<file path="config.mk">
export PLATFORM = sky130hd
export DESIGN_NAME = avr_prefetch
export DESIGN_NICKNAME = d
export VERILOG_FILES = /design/src/rtl/avr_pkg.sv /design/src/rtl/avr_prefetch_fifo.sv /design/src/rtl/avr_prefetch.sv
export SDC_FILE = /design/constraint.sdc
export NUM_CORES = 1
export LEC_CHECK = 0
export ABC_CLOCK_PERIOD_IN_PS = 9100
export CAP_MARGIN = 20
export CORE_ASPECT_RATIO = 1.5
export CORE_UTILIZATION = 50
export CTS_CLUSTER_DIAMETER = 150
export DETAILED_ROUTE_END_ITERATION = 16
export PLACE_DENSITY_LB_ADDON = 0.12
export REMOVE_ABC_BUFFERS = 1
export SLEW_MARGIN = 5
export SYNTH_ARGS = -nofsm -noshare
export SYNTH_HDL_FRONTEND = slang
export SYNTH_SLANG_ARGS = --single-unit
</file>
<file path="constraint.sdc">
create_clock -name CLK -period 9.1 [get_ports CLK]
set_clock_uncertainty 0.05 [all_clocks]
set_input_delay 1.82 -clock CLK [delete_from_list [all_inputs] [get_ports CLK]]
set_output_delay 1.82 -clock CLK [all_outputs]
set_load 0.01 [all_outputs]
</file>
<file path="src/rtl/avr_pkg.sv">
`default_nettype none
// +----------------------------------------------------------------------+
// | Module   : avr_pkg                                                   |
// | Purpose  : Shared AVR fetch constants and two-word opcode decode     |
// | Revision : 1.0 - initial release                                     |
// +----------------------------------------------------------------------+
package avr_pkg;

   localparam int          c_PC_W_DEFAULT = 16;
   localparam logic [15:0] c_NOP          = 16'h0000;

   // LDS/STS share a mask; JMP/CALL share a mask that ignores bit 0
   localparam logic [15:0] c_LDS_STS_MASK = 16'hFE0F;
   localparam logic [15:0] c_LDS_PAT      = 16'h9000;
   localparam logic [15:0] c_STS_PAT      = 16'h9200;
   localparam logic [15:0] c_JMP_CALL_MASK = 16'hFE0E;
   localparam logic [15:0] c_JMP_PAT      = 16'h940C;
   localparam logic [15:0] c_CALL_PAT     = 16'h940E;

   function automatic logic is_two_word(input logic [15:0] word);
      return ((word & c_LDS_STS_MASK) == c_LDS_PAT)  ||
             ((word & c_LDS_STS_MASK) == c_STS_PAT)  ||
             ((word & c_JMP_CALL_MASK) == c_JMP_PAT) ||
             ((word & c_JMP_CALL_MASK) == c_CALL_PAT);
   endfunction

endpackage
`default_nettype wire

</file>
<file path="src/rtl/avr_prefetch_fifo.sv">
`default_nettype none
// +----------------------------------------------------------------------+
// | Module   : avr_prefetch_fifo                                         |
// | Purpose  : {pc, word} instruction queue, pop 0/1/2, head+1 peek      |
// | Revision : 1.0 - initial release                                     |
// +----------------------------------------------------------------------+
module avr_prefetch_fifo
   import avr_pkg::*;
#(
   parameter int PC_W  = c_PC_W_DEFAULT,
   parameter int DEPTH = 4
) (
   input  logic                     CLK,
   input  logic                     RST,
   input  logic                     flush,
   input  logic                     push,
   input  logic [PC_W-1:0]          push_pc,
   input  logic [15:0]              push_word,
   input  logic [1:0]               pop_n,
   output logic [$clog2(DEPTH):0]   count,
   output logic [PC_W-1:0]          head_pc,
   output logic [15:0]              head_word,
   output logic [15:0]              next_word
);

   localparam int AW = $clog2(DEPTH);

   logic [PC_W-1:0] r_pc_mem   [DEPTH];
   logic [15:0]     r_word_mem [DEPTH];
   logic [AW-1:0]   r_wr_ptr;
   logic [AW-1:0]   r_rd_ptr;
   logic [AW:0]     r_count;
   logic [AW-1:0]   w_rd_next;

   always_ff @(posedge CLK or posedge RST) begin
      if (RST) begin
         for (int i = 0; i < DEPTH; i++) begin
            r_pc_mem[i]   <= '0;
            r_word_mem[i] <= '0;
         end
      end else if (push && !flush) begin
         r_pc_mem[r_wr_ptr]   <= push_pc;
         r_word_mem[r_wr_ptr] <= push_word;
      end
   end

   // Power-of-two depth lets the pointers wrap by plain overflow
   always_ff @(posedge CLK or posedge RST) begin
      if (RST) begin
         r_wr_ptr <= '0;
         r_rd_ptr <= '0;
         r_count  <= '0;
      end else if (flush) begin
         r_wr_ptr <= '0;
         r_rd_ptr <= '0;
         r_count  <= '0;
      end else begin
         if (push)
            r_wr_ptr <= r_wr_ptr + AW'(1);
         r_rd_ptr <= r_rd_ptr + AW'(pop_n);
         r_count  <= r_count + (AW+1)'(push) - (AW+1)'(pop_n);
      end
   end

   assign w_rd_next = r_rd_ptr + AW'(1);
   assign count     = r_count;
   assign head_pc   = r_pc_mem[r_rd_ptr];
   assign head_word = r_word_mem[r_rd_ptr];
   assign next_word = r_word_mem[w_rd_next];

endmodule
`default_nettype wire

</file>
<file path="src/rtl/avr_prefetch.sv">
`default_nettype none
// +----------------------------------------------------------------------+
// | Module   : avr_prefetch                                              |
// | Purpose  : AVR instruction prefetch queue with two-word assembly     |
// | Revision : 1.0 - initial release                                     |
// +----------------------------------------------------------------------+
module avr_prefetch
   import avr_pkg::*;
#(
   parameter int              PC_W     = c_PC_W_DEFAULT,
   parameter int              DEPTH    = 4,
   parameter logic [PC_W-1:0] RESET_PC = '0
) (
   input  logic            CLK,
   input  logic            RST,
   output logic [PC_W-1:0] prog_addr,
   output logic            prog_req,
   input  logic [15:0]     prog_data,
   input  logic            redirect,
   input  logic [PC_W-1:0] redirect_pc,
   output logic            instr_valid,
   input  logic            instr_take,
   output logic [15:0]     cur_instr,
   output logic [15:0]     cur_instr2,
   output logic            instr_is32,
   output logic [PC_W-1:0] cur_pc
);

   localparam int          AW      = $clog2(DEPTH);
   localparam logic [AW+1:0] c_DEPTH = (AW+2)'(DEPTH);

   logic [PC_W-1:0] r_fetch_pc;
   logic [PC_W-1:0] r_issued_pc;
   logic            r_inflight;

   logic [AW:0]     w_count;
   logic [PC_W-1:0] w_head_pc;
   logic [15:0]     w_head_word;
   logic [15:0]     w_next_word;
   logic            w_nonempty;
   logic            w_is32;
   logic            w_valid;
   logic [1:0]      w_pop_n;
   logic [AW+1:0]   w_occ;
   logic            w_push;

   avr_prefetch_fifo #(
      .PC_W  (PC_W),
      .DEPTH (DEPTH)
   ) u_fifo (
      .CLK       (CLK),
      .RST       (RST),
      .flush     (redirect),
      .push      (w_push),
      .push_pc   (r_issued_pc),
      .push_word (prog_data),
      .pop_n     (w_pop_n),
      .count     (w_count),
      .head_pc   (w_head_pc),
      .head_word (w_head_word),
      .next_word (w_next_word)
   );

   assign w_nonempty = (w_count != '0);
   assign w_is32     = w_nonempty && is_two_word(w_head_word);
   assign w_valid    = w_is32 ? (w_count >= (AW+1)'(2)) : w_nonempty;
   assign w_pop_n    = (!redirect && instr_take && w_valid) ? (w_is32 ? 2'd2 : 2'd1) : 2'd0;

   // Occupancy after this cycle's pop, counting the response landing now
   assign w_occ    = (AW+2)'(w_count) + (AW+2)'(r_inflight) - (AW+2)'(w_pop_n);
   assign prog_req = !RST && (redirect || (w_occ < c_DEPTH));
   assign prog_addr = RST ? RESET_PC : (redirect ? redirect_pc : r_fetch_pc);
   assign w_push   = r_inflight && !redirect;

   always_ff @(posedge CLK or posedge RST) begin
      if (RST) begin
         r_fetch_pc  <= RESET_PC;
         r_issued_pc <= '0;
         r_inflight  <= 1'b0;
      end else begin
         r_inflight <= prog_req;
         if (prog_req) begin
            r_issued_pc <= prog_addr;
            r_fetch_pc  <= prog_addr + PC_W'(1);
         end
      end
   end

   assign instr_valid = w_valid;
   assign instr_is32  = w_is32;
   assign cur_instr   = w_nonempty ? w_head_word : c_NOP;
   assign cur_instr2  = w_is32 ? w_next_word : 16'h0000;
   assign cur_pc      = w_nonempty ? w_head_pc : '0;

endmodule
`default_nettype wire

</file>
* Word-level counts from Yosys, hierarchy flattened *
Index checks and enable logic that the tools add are counted.

storage, ports and cells
  flip-flop bits (word level) = 168
  input bits = 36
  output and inout bits = 67

cells by class
  $add $sub $neg = 8
  $lt $le $gt $ge = 6
  equal/unequal tests = 4
  mux-type cells = 25
  bitwise operators = 3
  reduce and logical (&&, ||, !) cells = 15

operators by type and width
  operator                 count
  $mux W16                 12
  $bwmux W64               2
  $bmux W16 S2             3
  $demux W16 S2            1
  $eq A11 B11 Y1 const B   2
  $eq A10 B10 Y1 const B   2
  $add A16 B1 Y16 const B  1
  $mux W2                  5
  $ge A3 B3 Y1 const B     3
  $not A2 Y3               3
  $logic_and A1 B1 Y1      7
  $add A2 B1 Y2 const B    2
  $add A3 B1 Y4            1
  $logic_or A1 B1 Y1       4
  $lt A4 B3 Y1 const B     1
  $sub A4 B2 Y4            1
  $add A3 B1 Y3            1
  $ge A3 B2 Y1 const B     1
  $lt A3 B1 Y1 const B     1
  $mux W3                  1
  $reduce_bool A3 Y1       1
  $sub A3 B2 Y3            1
  $add A2 B2 Y2            1
  $logic_not A1 Y1         2
  other kinds (2)          2

* Depth between registers and ports, before layout *
  depth after elaboration = 16
  gate-level depth with buffers = 18
  gate-level depth less buffers = 15

* Cells and area by module *
A second synthesis with hierarchy kept.

second synthesis, totals
  cells, all modules = 630
  area, all modules = 8,956.1 um^2

by module, submodules not included
  module             instances  cells each  area each (um^2)
  avr_prefetch_fifo  1          367         6,666.4
  avr_prefetch       1          263         2,289.7

* Least setup slack after synthesis *
OpenSTA, ideal clock, no wires.

  path type = input-to-output
  start point = input port RST
  end point = output port prog_req
  data arrival time = 6.345 ns
  path slack = 0.885 ns
  stages = 5
  path buffers = 2
  cell sequence = clkbuf_1 -> inv_1 -> o21ai_4 -> inv_4 -> buf_6

on the way
  longest elaborated chain between the ends = 2

ends and longest elaborated chain
  element                     line                text
  start, declared             avr_prefetch.sv:15  input logic RST,
  $logic_not A1 Y1 (no line)  -
  $logic_and A1 B1 Y1         avr_prefetch.sv:71  assign prog_req = !RST && (redirect || (w_occ < c_DEPTH));
  end, declared               avr_prefetch.sv:17  output logic prog_req,

No other way between the ends.

* Final worst setup path *
  start point = register u_fifo.r_rd_ptr[0]
  end point = output port prog_req

on the way
  longest elaborated chain between the ends = 16

ends and longest elaborated chain
  element                                           line                          text
  start, declared                                   avr_prefetch_fifo.sv:31       logic [AW-1:0] r_rd_ptr;
  start signal, assigned                            avr_prefetch_fifo.sv:60       r_rd_ptr <= r_rd_ptr + AW'(pop_n);
  $not A2 Y3 (not written as such) (*)              avr_prefetch_fifo.sv:68       assign head_word = r_word_mem[r_rd_ptr];
  $bmux W16 S2 (*)                                  avr_prefetch_fifo.sv:68
  $mux W16 (not written as such) (*) (2 in series)  avr_prefetch_fifo.sv:68
  $eq A11 B11 Y1, on equally long branches          avr_pkg.sv:21, avr_pkg.sv:22
  $logic_or A1 B1 Y1                                avr_pkg.sv:21                 return ((word & c_LDS_STS_MASK) == c_LDS_PAT) ||
  $logic_or A1 B1 Y1                                avr_pkg.sv:22                 ((word & c_LDS_STS_MASK) == c_STS_PAT) ||
  $logic_or A1 B1 Y1 (*)                            avr_pkg.sv:23                 ((word & c_JMP_CALL_MASK) == c_JMP_PAT) ||
  $logic_and A1 B1 Y1 (*)                           avr_prefetch.sv:65            assign w_is32 = w_nonempty && is_two_word(w_head_word);
  $mux W1                                           avr_prefetch.sv:66            assign w_valid = w_is32 ? (w_count >= (AW+1)'(2)) : w_nonempty;
  $logic_and A1 B1 Y1                               avr_prefetch.sv:67            assign w_pop_n = (!redirect && instr_take && w_valid) ? (w_is32 ? 2'd2 : 2'd1) : 2'd0;
  $mux W2 (*)                                       avr_prefetch.sv:67
  $sub A4 B2 Y4 (*)                                 avr_prefetch.sv:70            assign w_occ = (AW+2)'(w_count) + (AW+2)'(r_inflight) - (AW+2)'(w_pop_n);
  $lt A4 B3 Y1 (*)                                  avr_prefetch.sv:71
  $logic_or A1 B1 Y1 (*)                            avr_prefetch.sv:71
  $logic_and A1 B1 Y1 (*)                           avr_prefetch.sv:71

Every way passes the cells marked *; elsewhere a longest branch is shown, timed or not. The select of a mux whose other input is x is not followed.

==> reports/results.ini <==
[timing]
hold_viol=0
setup_viol=0
tns_ns=0
rsz0062_at_grt=no
period_share_pct=87.0
report.final.slew_viol_count=0
maxSlewHeadroom_pct=30.5
post-route-min-period_ns=7.92
worst-slew-pin-transition_ns=1.04
hold_ws_ns=0.451
fmax_mhz=126

[final_layout]
area_delta_synth_final_pct=20.4
finalInstanceArea_um2=10400
antenna_cells=0
drive_above_1_share_pct=33.3
final_cells=931
nNetsFinal=757

[clocking]
clkLatencyLatePin_ns=0.42
cts_max_path_buffers=2
cts_buffers=17
clock_sinks=168
cts_max_level=4
clock-root-buffer=clkbuf_16
cts_tree=done
post_cts_buffers=0
cts_hold_buffers=0
cts_resized=0
clk_pin_slew_ns=0.06

[hold_path]
hold_path_class=reg2reg
hold_end=u_fifo.r_pc_mem[2]$_DFFE_PP0P_
hp-start=u_fifo.r_pc_mem[2]$_DFFE_PP0P_
hold_depth=1

[placement]
hpwl_um=12300
place_area_um2=9820
place_inst=900
port_buffers=102
place_congestion=0.856

[synth]
ys_async_sr_fraction_pct=100
avgSynthCellArea_um2=13.9
synthFlopType=dfrtp_1
syn_inst=619
synth_area_leaders=dfrtp_1 (49%), mux2_2 (18%), mux4_2 (12%), nor2b_1 (2.8%), mux2i_1 (2.0%)
synth_seq_cells=168
netlist_area_um2=8620
seq_area_frac_synth_pct=48.8
synth_top_area_share_pct=48.8
yosysWarnings=0
synth-edff-count=0
synth_top_area_cell=dfrtp_1
synthDistinctLibCells=46

[floorplan]
die_w_um=109
dieHeight_um=163
dieArea_um2=17800
core_area_um2=16800
ios=103
rows=58
start_util_pct=51.2

[worst_setup_path]
arrival_ns=6.05
cp-start-kind=flip-flop
worstSetupPathType=reg2out
crit_fanout=36
reg2reg_depth=15
startpoint=u_fifo.r_rd_ptr[0]$_DFF_PP0_
crit_path_end_kind=output port
r2r-end=r_fetch_pc[6]$_DFFE_PP0P_
r2r_slack_ns=3.50
worstPathRequired_ns=7.23
regToRegStartpoint=u_fifo.r_rd_ptr[0]$_DFF_PP0_

[power]
design_power_total_mw=3.21
power_density_nw_per_um2=309
ir_drop_uv=128
p_leak_nw=4.58

[outcome]
status=finished, final reports clean

[route]
dr_wl_met2_um=10200
via_per_inst=5.87
vias=5466
drtAntennaViolNets=0
finalWirelength_um=18900
drcViolationCount=0
first_pass_iters=4
wl_met1_um=7970
avgRoutedWirePerCell_um=20.3
highest_layer=met4
wl_met3_um=576
first_iter_violations=219

[global_routing]
first_global_vias=5901
antenna_found_initial=0
grt_usage_pct=23.1
grt_max_degree=69
grt-ovfl-total=0
grt_first_pass_wirelength_um=31000

[flow_run]
maxCapViolCount=0

==> worst max path at each step <==
stage | depth (start not counted) | slack, ns | end
global route | 15 | 0.77 | prog_req
finish | 15 | 1.18 | prog_req
CTS | 15 | 1.09 | prog_req
floorplan | 3 | 0.85 | prog_req
global placement | 14 | 1.67 | prog_req
detailed placement | 15 | 1.57 | prog_req
==> power by group <==
group	switching (mW)	leakage [nW]	internal, mW
clock network	0.289	0.271	0.403
registers	0.250	2.17	1.07
logic	0.474	2.13	0.727
==> registers in the layout (all words and copies together), names as in the netlist <==
name / cells
u_fifo.r_pc_mem: 64
u_fifo.r_word_mem: 64
r_fetch_pc: 16
r_issued_pc: 16
u_fifo.count: 3
u_fifo.r_rd_ptr: 2
u_fifo.r_wr_ptr: 2
r_inflight: 1
==> synth_stat cells, drive strengths merged, types with 2 or more instances <==
library cell / instances
nor3: 3
nor4: 3
nor2: 29
xnor2: 9
buf: 23
and3: 17
mux2: 143
nor2b: 38
dfrtp: 168
nand3: 7
nand2: 19
a22o: 16
a21oi: 3
o21ai: 6
clkbuf: 16
nand4b: 2
inv: 9
mux4: 48
o211ai: 2
nand4: 3
ha: 11
xor2: 10
nand3b: 4
mux2i: 17
==> logic make-up (layout without fill, tap and decap cells) <==
family / after synthesis / in the layout / share of synthesized area (%)
muxes: 208 / 208 / 33.6
DFF: 168 / 168 / 48.8
and+or+nand+nor: 132 / 132 / 8.35
buffers and inverters: 48 / 150 / 2.35
AOI/OAI and AO/OA: 32 / 32 / 3.14
xor gates and xnor gates: 19 / 19 / 1.93
adders and majority gates: 12 / 12 / 1.83
==> layout by cell type (no fill, tap or decap), types with 3 or more instances in the layout <==
cell type / n
dfrtp_1: 166
mux2_2: 135
clkdlybuf4s50_1: 101
mux4_2: 46
nor2b_1: 38
nor2_1: 29
mux2i_1: 17
and3_1: 17
clkbuf_16: 17
a22o_1: 16
nand2_1: 15
ha_1: 11
xor2_1: 10
xnor2_1: 9
mux2_4: 8
buf_4: 8
nand3_1: 7
inv_1: 6
nand3b_1: 4
o21ai_0: 4
nand2_2: 4
nand4_1: 3
nor4_1: 3
inv_6: 3
clkinv_2: 3
clkbuf_1: 3
==> critical path: stages (launching register included) <==
cell,delay (ns)
dfrtp_4,0.91
mux4_2,0.62
or4_4,0.56
o21ai_4,0.41
nand2_1,0.21
or3_1,0.35
ha_1,0.22
ha_1,0.33
nor2b_1,0.15
and3_1,0.20
nand4b_1,0.10
a21o_1,0.09
o211ai_1,0.16
o21ai_4,0.50
inv_4,0.24
clkdlybuf4s50_1,0.54
==> through the flow <==
| step | setup WS (ns) | utilization (%) |
|---|---|---|
| 2_1_floorplan | 0.849 | - |
| 3_3_place_gp | 1.67 | 58.3 |
| 3_5_place_dp | 1.57 | 58.3 |
| 4_1_cts | 1.09 | 61.6 |
| 5_1_grt | 0.770 | 61.6 |
| 6_report | 1.18 | 61.6 |
==> layout make-up <==
| cell class | count | area [um2] |
|---|---|---|
| tap | 210 | 263 |
| clock inverter | 11 | 125 |
| fill | 1356 | 6460 |
| sequential | 168 | 4210 |
| inverter | 9 | 41.3 |
| timing repair buffer | 110 | 1080 |
| multi-input combinational | 403 | 4230 |
| clock buffer | 20 | 437 |
==> routing by layer <==
| layer | vias to the layer above | GRT usage, % |
|---|---|---|
| met1 | 2878 | 29.2 |
| met2 | 104 | 40.2 |
| met3 | 17 | 3.88 |
| li1 | 2467 | - |
| met5 | - | 0 |
| met4 | 0 | 6.91 |
Note: power is estimated with default switching activity, not from simulation.
